$ cat config.mk
export PLATFORM = sky130hd
export DESIGN_NAME = uart8_transmitter_flat
export DESIGN_NICKNAME = d
export VERILOG_FILES = /design/src/rtl/uart8_transmitter_if.sv /design/src/rtl/uart8_transmitter.sv /design/src/flat_wrapper.sv
export SDC_FILE = /design/constraint.sdc
export NUM_CORES = 1
export LEC_CHECK = 0
export ABC_AREA = 0
export CAP_MARGIN = 20
export CORE_MARGIN = 2
export CORE_UTILIZATION = 30
export DETAILED_ROUTE_END_ITERATION = 7
export HOLD_SLACK_MARGIN = 0.15
export PLACE_DENSITY = 0.52
export SYNTH_ARGS = -nofsm -noshare
export SYNTH_HDL_FRONTEND = slang
export SYNTH_SLANG_ARGS = --single-unit
$ cat constraint.sdc
create_clock -name clk -period 3.65 [get_ports clk]
set_input_delay 0.365 -clock clk [delete_from_list [all_inputs] [get_ports clk]]
set_output_delay 0.365 -clock clk [all_outputs]
set_load 0.005 [all_outputs]
$ cat src/rtl/uart8_transmitter_if.sv
// Handshake bundle for the 8N1 UART transmitter.
// en/start/in toward the transmitter; out/ready/busy/done back from it.
interface uart8_transmitter_if;
  logic       en;
  logic       start;
  logic [7:0] in;
  logic       out;
  logic       ready;
  logic       busy;
  logic       done;

  modport master (
    output en, start, in,
    input  out, ready, busy, done
  );

  modport slave (
    input  en, start, in,
    output out, ready, busy, done
  );
endinterface

$ cat src/rtl/uart8_transmitter.sv
// 8-bit UART transmitter, 8N1 (or 8N2), one-entry holding register.
// Ports: clk, reset (async, high); bus.slave = en/start/in -> out/ready/busy/done.
module uart8_transmitter #(
  parameter int OVERSAMPLE = 16,
  parameter int STOP_BITS  = 1
) (
  input logic                clk,
  input logic                reset,
  uart8_transmitter_if.slave bus
);

  localparam int TW = $clog2(OVERSAMPLE * STOP_BITS);
  localparam logic [TW-1:0] BIT_LAST  = TW'(OVERSAMPLE - 1);
  localparam logic [TW-1:0] STOP_LAST = TW'(OVERSAMPLE * STOP_BITS - 1);

  generate
    if (STOP_BITS != 1 && STOP_BITS != 2) begin : g_bad_stop
      $error("STOP_BITS must be 1 or 2");
    end
    if (OVERSAMPLE < 4 || OVERSAMPLE > 64 ||
        (OVERSAMPLE & (OVERSAMPLE - 1)) != 0) begin : g_bad_os
      $error("OVERSAMPLE must be a power of 2 in 4..64");
    end
  endgenerate

  typedef enum logic [1:0] {
    IDLE,
    START_BIT,
    DATA_BITS,
    STOP_BIT
  } state_t;

  state_t        r_state, w_state;
  logic [TW-1:0] r_tick, w_tick;
  logic [2:0]    r_idx, w_idx;
  logic [7:0]    r_shift, w_shift;
  logic [7:0]    r_hold, w_hold;
  logic          r_full, w_full;
  logic          r_out, w_out;
  logic          r_busy, w_busy;
  logic          r_done, w_done;
  logic          w_accept;

  assign w_accept = bus.start && !r_full && bus.en;

  always_comb begin
    w_state = r_state;
    w_tick  = r_tick;
    w_idx   = r_idx;
    w_shift = r_shift;
    w_hold  = r_hold;
    w_full  = r_full;
    w_out   = r_out;
    w_busy  = r_busy;
    w_done  = 1'b0;
    if (!bus.en) begin
      // Disabled: abort any frame and park the line idle.
      w_state = IDLE;
      w_tick  = '0;
      w_idx   = '0;
      w_full  = 1'b0;
      w_out   = 1'b1;
      w_busy  = 1'b0;
    end else begin
      unique case (r_state)
        IDLE: begin
          if (r_full) begin
            w_shift = r_hold;
            w_full  = 1'b0;
            w_out   = 1'b0;
            w_tick  = '0;
            w_state = START_BIT;
          end
        end
        START_BIT: begin
          if (r_tick == BIT_LAST) begin
            w_out   = r_shift[0];
            w_idx   = 3'd1;
            w_tick  = '0;
            w_state = DATA_BITS;
          end else begin
            w_tick = r_tick + 1'b1;
          end
        end
        DATA_BITS: begin
          if (r_tick == BIT_LAST) begin
            w_tick = '0;
            // idx wrapped to 0 once data[7] was driven
            if (r_idx == 3'd0) begin
              w_out   = 1'b1;
              w_state = STOP_BIT;
            end else begin
              w_out = r_shift[r_idx];
              w_idx = r_idx + 3'd1;
            end
          end else begin
            w_tick = r_tick + 1'b1;
          end
        end
        STOP_BIT: begin
          if (r_tick == STOP_LAST) begin
            w_done = 1'b1;
            w_tick = '0;
            if (r_full) begin
              w_shift = r_hold;
              w_full  = 1'b0;
              w_out   = 1'b0;
              w_state = START_BIT;
            end else begin
              w_busy  = 1'b0;
              w_state = IDLE;
            end
          end else begin
            w_tick = r_tick + 1'b1;
          end
        end
        default: w_state = IDLE;
      endcase
      // Only possible while holding is empty, so never races a load.
      if (w_accept) begin
        w_hold = bus.in;
        w_full = 1'b1;
        w_busy = 1'b1;
      end
    end
  end

  always_ff @(posedge clk or posedge reset) begin
    if (reset) begin
      r_state <= IDLE;
      r_tick  <= '0;
      r_idx   <= '0;
      r_shift <= '0;
      r_hold  <= '0;
      r_full  <= 1'b0;
      r_out   <= 1'b1;
      r_busy  <= 1'b0;
      r_done  <= 1'b0;
    end else begin
      r_state <= w_state;
      r_tick  <= w_tick;
      r_idx   <= w_idx;
      r_shift <= w_shift;
      r_hold  <= w_hold;
      r_full  <= w_full;
      r_out   <= w_out;
      r_busy  <= w_busy;
      r_done  <= w_done;
    end
  end

  assign bus.out   = r_out;
  assign bus.ready = !r_full && bus.en;
  assign bus.busy  = r_busy;
  assign bus.done  = r_done;

endmodule

$ cat src/flat_wrapper.sv
// flat-port wrapper written by rule: the top's interface ports become plain ports
module uart8_transmitter_flat 
#(
  parameter int OVERSAMPLE = 16,
  parameter int STOP_BITS  = 1
)
  (clk, reset, bus_en, bus_start, bus_in, bus_out, bus_ready, bus_busy, bus_done);
  uart8_transmitter_if bus_i ();
  input logic clk;
  input logic reset;
  input wire logic [$bits(bus_i.en)-1:0] bus_en;
  input wire logic [$bits(bus_i.start)-1:0] bus_start;
  input wire logic [$bits(bus_i.in)-1:0] bus_in;
  output wire logic [$bits(bus_i.out)-1:0] bus_out;
  output wire logic [$bits(bus_i.ready)-1:0] bus_ready;
  output wire logic [$bits(bus_i.busy)-1:0] bus_busy;
  output wire logic [$bits(bus_i.done)-1:0] bus_done;
  assign bus_i.en = bus_en;
  assign bus_i.start = bus_start;
  assign bus_i.in = bus_in;
  assign bus_out = bus_i.out;
  assign bus_ready = bus_i.ready;
  assign bus_busy = bus_i.busy;
  assign bus_done = bus_i.done;
  uart8_transmitter #(.OVERSAMPLE(OVERSAMPLE), .STOP_BITS(STOP_BITS)) u_core (.clk(clk), .reset(reset), .bus(bus_i));
endmodule
==> results of run 1 <==
flip-flops by register name, indices dropped and copies added (netlist names):
register	flops
u_core.r_hold	8
u_core.bus.busy	1
u_core.r_tick	4
u_core.r_idx	3
u_core.r_state	2
u_core.r_full	1
u_core.r_shift	8
u_core.bus.out	1
u_core.bus.done	1
worst reg2reg max path, delay by kind of cell (launching register included):
kind                       cells  cell delay [ps]
buffers and inverters          1              110
adders and majority gates      1              370
muxes                          2              550
DFF                            1              400
and+or+nand+nor                1              280
power breakdown:
group / switching (mW) / total (mW) / internal, mW
Clock: 0.119 / 0.251 / 0.132
Combinational: 0.148 / 0.319 / 0.171
Sequential: 0.0571 / 0.474 / 0.417
Total: 0.324 / 1.04 / 0.720
metrics by stage:
stage	instance area, um^2	util [%]	instances	setup slack (ps)	power [mW]
after floorplan	1500	-	131	2110	0.710
after global placement	1700	35.5	207	1440	0.787
after detailed placement	1730	36.1	208	1380	0.809
after CTS	1810	37.8	216	1380	1.07
after global routing	1810	37.8	216	1320	1.13
final	1810	37.8	216	1420	1.04
worst min-delay path by stage:
| stage | endpoint | slack (ps) |
|---|---|---|
| after CTS | u_core.r_shift[5]$_DFFE_PP0P_ | 430 |
| after floorplan | u_core.bus.busy$_DFFE_PP0P_ | 440 |
| final | u_core.r_idx[0]$_DFFE_PP0P_ | 420 |
| after detailed placement | u_core.r_shift[6]$_DFFE_PP0P_ | 490 |
| after global placement | u_core.r_hold[6]$_DFFE_PP0P_ | 480 |
| after global routing | u_core.r_shift[5]$_DFFE_PP0P_ | 440 |
layer usage:
metal,part of all wire [%],wire length [um],up-vias,track usage (%)
li1,-,-,496,-
met2,51,1440,14,19.8
met4,2.0,57,0,4.76
met1,43,1220,488,14.6
met3,3.7,104,6,5.22
met5,0,0,-,0
cell type report:
type	instances	area, um^2	area share [%]
repair buffers	16	178	9.82
clock inverters	2	10.0	0.553
flip-flops and latches	29	727	40.2
well taps	67	83.8	4.63
inverters	5	18.8	1.04
multi-input cells	91	719	39.8
clock buffers	6	72.6	4.01
cells by family after synthesis:
kind of cell	share of synthesized area (%)
compound gates	9.58
flops	48.4
buf+inv	3.67
mux	17.1
fa+ha+maj	5.83
simple gates	15.4
layout by cell type (no fill, tap or decap), drive strengths merged:
master and instances:
dfrtp 28, mux2 16, clkdlybuf4s50 15, nand3 7, ha 7, o21ai 7, nand2 6, a21boi 6
clkbuf 6, inv 5, nor3 5, nor2 5, mux2i 5, nand2b 4, nor2b 4, a21oi 4
and3 4, nand3b 3, a21o 2, clkinv 2, a211o 1, or3b 1, mux4 1, nand4 1
o2111ai 1, o21a 1, buf 1, dfstp 1
==> reports/qor.csv, run 1 <==
metric,value,unit
status,finished clean,
yosysTopAreaCellShare,46.7,%
post_drt_wl_per_cell,13.1,um
fin_crit_sh,61.1,%
cts_hold_buffers,0,
antenna_found_initial,0,
rows,25,
relSlewSlack,64.1,%
worstReg2RegStart,u_core.r_state[0]$_DFFE_PP0P_,
cts.path.max_buffers,2,
drt_iter0_drc,53,
crit_path_top_delay_cell,clkdlybuf4s50_1,
hold_viol,0,
avgSynthCellArea,11.5,um^2
setup.worst_path.end,bus_ready,
start_util,31.4,%
p_per_area,577,mW/mm^2
dp_hpwl,2090,um
clk_latency,280,ps
fin_skew,2.03,ps
cp.depth,3,
synthTopCellsByCount,"28 x dfrtp_1, 16 x mux2_2, 7 x ha_1, 7 x nand3_1",
critPathMaxFanout,17,
port_buffers,15,
pin_count,16,
r2r-end,u_core.r_shift[5]$_DFFE_PP0P_,
worst_slew_pin_slew,537,ps
cts_tree,yes,
synthFlopType,dfrtp_1,
clk_pin_slew_worst_paths,60,ps
dr_total_vias,1004,
diodes,0,
synth_edf_count,0,
cap_violations,0,
worstPathRequired,3280,ps
critPathMaxStageDelay,810,ps
p_leak,0.767,nW
dieArea,0.00559,mm^2
synth_top_area_cell,dfrtp_1,
die_x,74.7,um
critPathLaunchType,input pin,
fin_tns_setup,0,ps
grt_use_total,12.3,%
viasPerCell,4.65,
cp.buffers_inverters,2,
h-tree-depth,2,
drtAntennaViolNets,0,
grt_pass1_wl,4970,um
ys_ff_latch,29,
syn_area,0.00150,mm^2
critPathTopFamily,buffers and inverters,
grt_overflow,0,
slew_viol_final,0,
critPathCaptureType,output pin,
drive_gt1_share,21.5,%
rsz0062_at_grt,no,
die_y,74.7,um
synth.distinct_cells,33,
ff2ff_path_depth,5,
cts_setup_buffers,0,
fin_crit,2230,ps
totalWireLength,2820,um
syn_inst,131,
nets,167,
async_reset_ff_share,100,%
synth.area.top_cells,"dfrtp_1 47%, mux2_2 12%, ha_1 5.8%, a21boi_0 3.0%, mux2i_1 2.7%",
final-setup-viol-count,0,
cpMostUsedCell,clkdlybuf4s50_1,
synth_warnings,0,
worstPathCellList,clkdlybuf4s50_1 > nor2b_1 > clkdlybuf4s50_1,
fmax,0.448,GHz
vdd_drop_max,0.260,mV
grt_pass1_vias,1061,
synthToLayoutAreaGrowth,20.5,%
fill_cells,479,
clock-sinks,29,
fin_hold_ws,419,ps
startpoint,bus_en,
synth_nets,150,
drt_first_pass_iters,4,
coreArea,0.00479,mm^2
drc,0,
gp_congestion,0.800,
ys_seq_area_share,48.4,%
critPathKind,input pin to output pin,
cts_buffers,5,
grt_start_max_net_pins,20,
hp-class,input pin to async pin,
cts_root_buf,clkbuf_8,
cts-resized-gates,0,
reg2reg_setup_slack,1820,ps
cp.arrival,1870,ps
post-synth-top-count-cell,dfrtp_1,
Power figures use the tool's default switching activity.
==> inputs of run 2 (changes only) <==
PLACE_DENSITY = 0.53   (was 0.52)
clock period = 1.8 ns   (was 3.65 ns; I/O delays follow)
==> reports/qor.csv, run 2 (synthesis results as in run 1) <==
metric,value,unit
cap_violations,0,
worst_slew_pin_slew,471,ps
grt_start_max_net_pins,30,
fin_skew,5.56,ps
fin_hold_ws,280,ps
rows,25,
port_buffers,15,
fin_crit,1660,ps
p_leak,0.788,nW
drc,0,
grt_pass1_vias,1052,
viasPerCell,4.89,
dr_total_vias,1072,
cts.path.max_buffers,2,
r2r-end,u_core.r_shift[4]$_DFFE_PP0P_,
drive_gt1_share,23.7,%
reg2reg_setup_slack,140,ps
rsz0062_at_grt,no,
reg_top3,"u_core.r_hold: 8 flops, u_core.r_shift: 8 flops, u_core.r_tick: 4 flops",
grt_overflow,0,
antenna_found_initial,0,
critPathMaxFanout,8,
die_y,74.7,um
nets,171,
p_per_area,1240,mW/mm^2
coreArea,0.00479,mm^2
cts_tree,yes,
diodes,0,
clock-sinks,29,
fin_tns_setup,0,ps
p_comb_share,29.5,%
totalWireLength,3050,um
multi_input_area,719,um^2
critPathCaptureType,flop,
dieArea,0.00559,mm^2
pwr-share-seq,42.5,%
worstReg2RegStart,u_core.r_tick[0]$_DFFE_PP0N_,
grt_use_total,12.2,%
critPathLaunchType,flop,
slew_viol_final,0,
clk_latency,280,ps
power.share.switching,29.6,%
layout_commonest_cell,dfrtp_1,
dp_cells,210,
relSlewSlack,68.5,%
startpoint,u_core.r_tick[0]$_DFFE_PP0N_,
vdd_drop_max,0.532,mV
clkPwrFrac,28.0,%
synthToLayoutAreaGrowth,22.6,%
p_sw,0.677,mW
status,finished clean,
die_x,74.7,um
ff2ff_path_depth,5,
drtAntennaViolNets,0,
critPathKind,flop to flop,
post_drt_wl_per_cell,13.9,um
worstPathRequired,1960,ps
drt_iter0_drc,82,
drt_first_pass_iters,4,
instances_no_fill,219,
start_util,31.4,%
fmax,0.603,GHz
grt_pass1_wl,5060,um
cts_root_buf,clkbuf_8,
fill_cells,479,
gp_congestion,0.921,
clk_pin_slew_worst_paths,70,ps
cp.arrival,1810,ps
cts_buffers,5,
hold_viol,0,
setup_ws,142,ps
pin_count,16,
place_ws,89.3,ps
cts_hold_buffers,0,
hp-class,input pin to async pin,
register_area,727,um^2
dp_hpwl,2210,um
fin_crit_sh,92.1,%
cell_internal_pwr,1.61,mW
final-setup-viol-count,0,
h-tree-depth,2,
final_cell_mix,"28 x dfrtp_1, 16 x mux2_2, 15 x clkdlybuf4s50_1, 7 x nand3_1, 7 x ha_1",
## run 2: per-stage QoR
stage                     cell area, um^2  power [mW]  util (%)
after floorplan                      1500        1.44         -
after global placement               1720        1.63      36.0
after detailed placement             1720        1.66      36.0
after CTS                            1830        2.31      38.1
after global routing                 1840        2.43      38.5
final                                1840        2.28      38.5
## run 2: worst max-delay path, cell delays in order, from the launching register on
cell	delay, ps
dfrtp_1	390
ha_1	200
and3_4	240
mux2i_2	100
nor2_4	230
mux2_2	370
## run 2: layout make-up
cell class | count | share of cell area (%)
Tap cell | 67 | 4.55
Clock inverter | 2 | 1.90
Sequential cell | 29 | 39.5
Multi-Input combinational cell | 91 | 39.1
Clock buffer | 5 | 3.74
Timing Repair Buffer | 20 | 10.2
Inverter | 5 | 1.02
## run 2: worst max path at each step
stage,end,cells after the start
global route,u_core.r_shift[4]$_DFFE_PP0P_,5
global placement,u_core.r_hold[3]$_DFFE_PP0P_,3
detailed placement,u_core.r_shift[6]$_DFFE_PP0P_,5
CTS,u_core.r_shift[6]$_DFFE_PP0P_,5
finish,u_core.r_shift[4]$_DFFE_PP0P_,5
floorplan,u_core.r_shift[0]$_DFFE_PP0P_,6
## run 2: layer usage
layer  GRT usage, %  vias up  part of all wire [%]
li1               -      501                     -
met1           16.3      535                    47
met2           18.5       28                    46
met3           4.15        8                   5.0
met4           4.37        0                   1.8
met5              0        -                     0
## run 2: timing repair
action / in CTS / in global routing
setup buffers: 0 / 2
setup endpoints to repair: 0 / 8
resized for setup: 0 / 0
endpoints found under the hold margin: 0 / 0
## run 2: power groups by stage
stage / logic [mW] / clock network, mW / registers, mW
3_3_place_gp: 0.657 / 0 / 0.971
4_1_cts: 0.680 / 0.658 / 0.973
6_report: 0.674 / 0.640 / 0.971
5_1_grt: 0.751 / 0.685 / 0.997
2_1_floorplan: 0.508 / 0 / 0.932
3_5_place_dp: 0.676 / 0 / 0.986
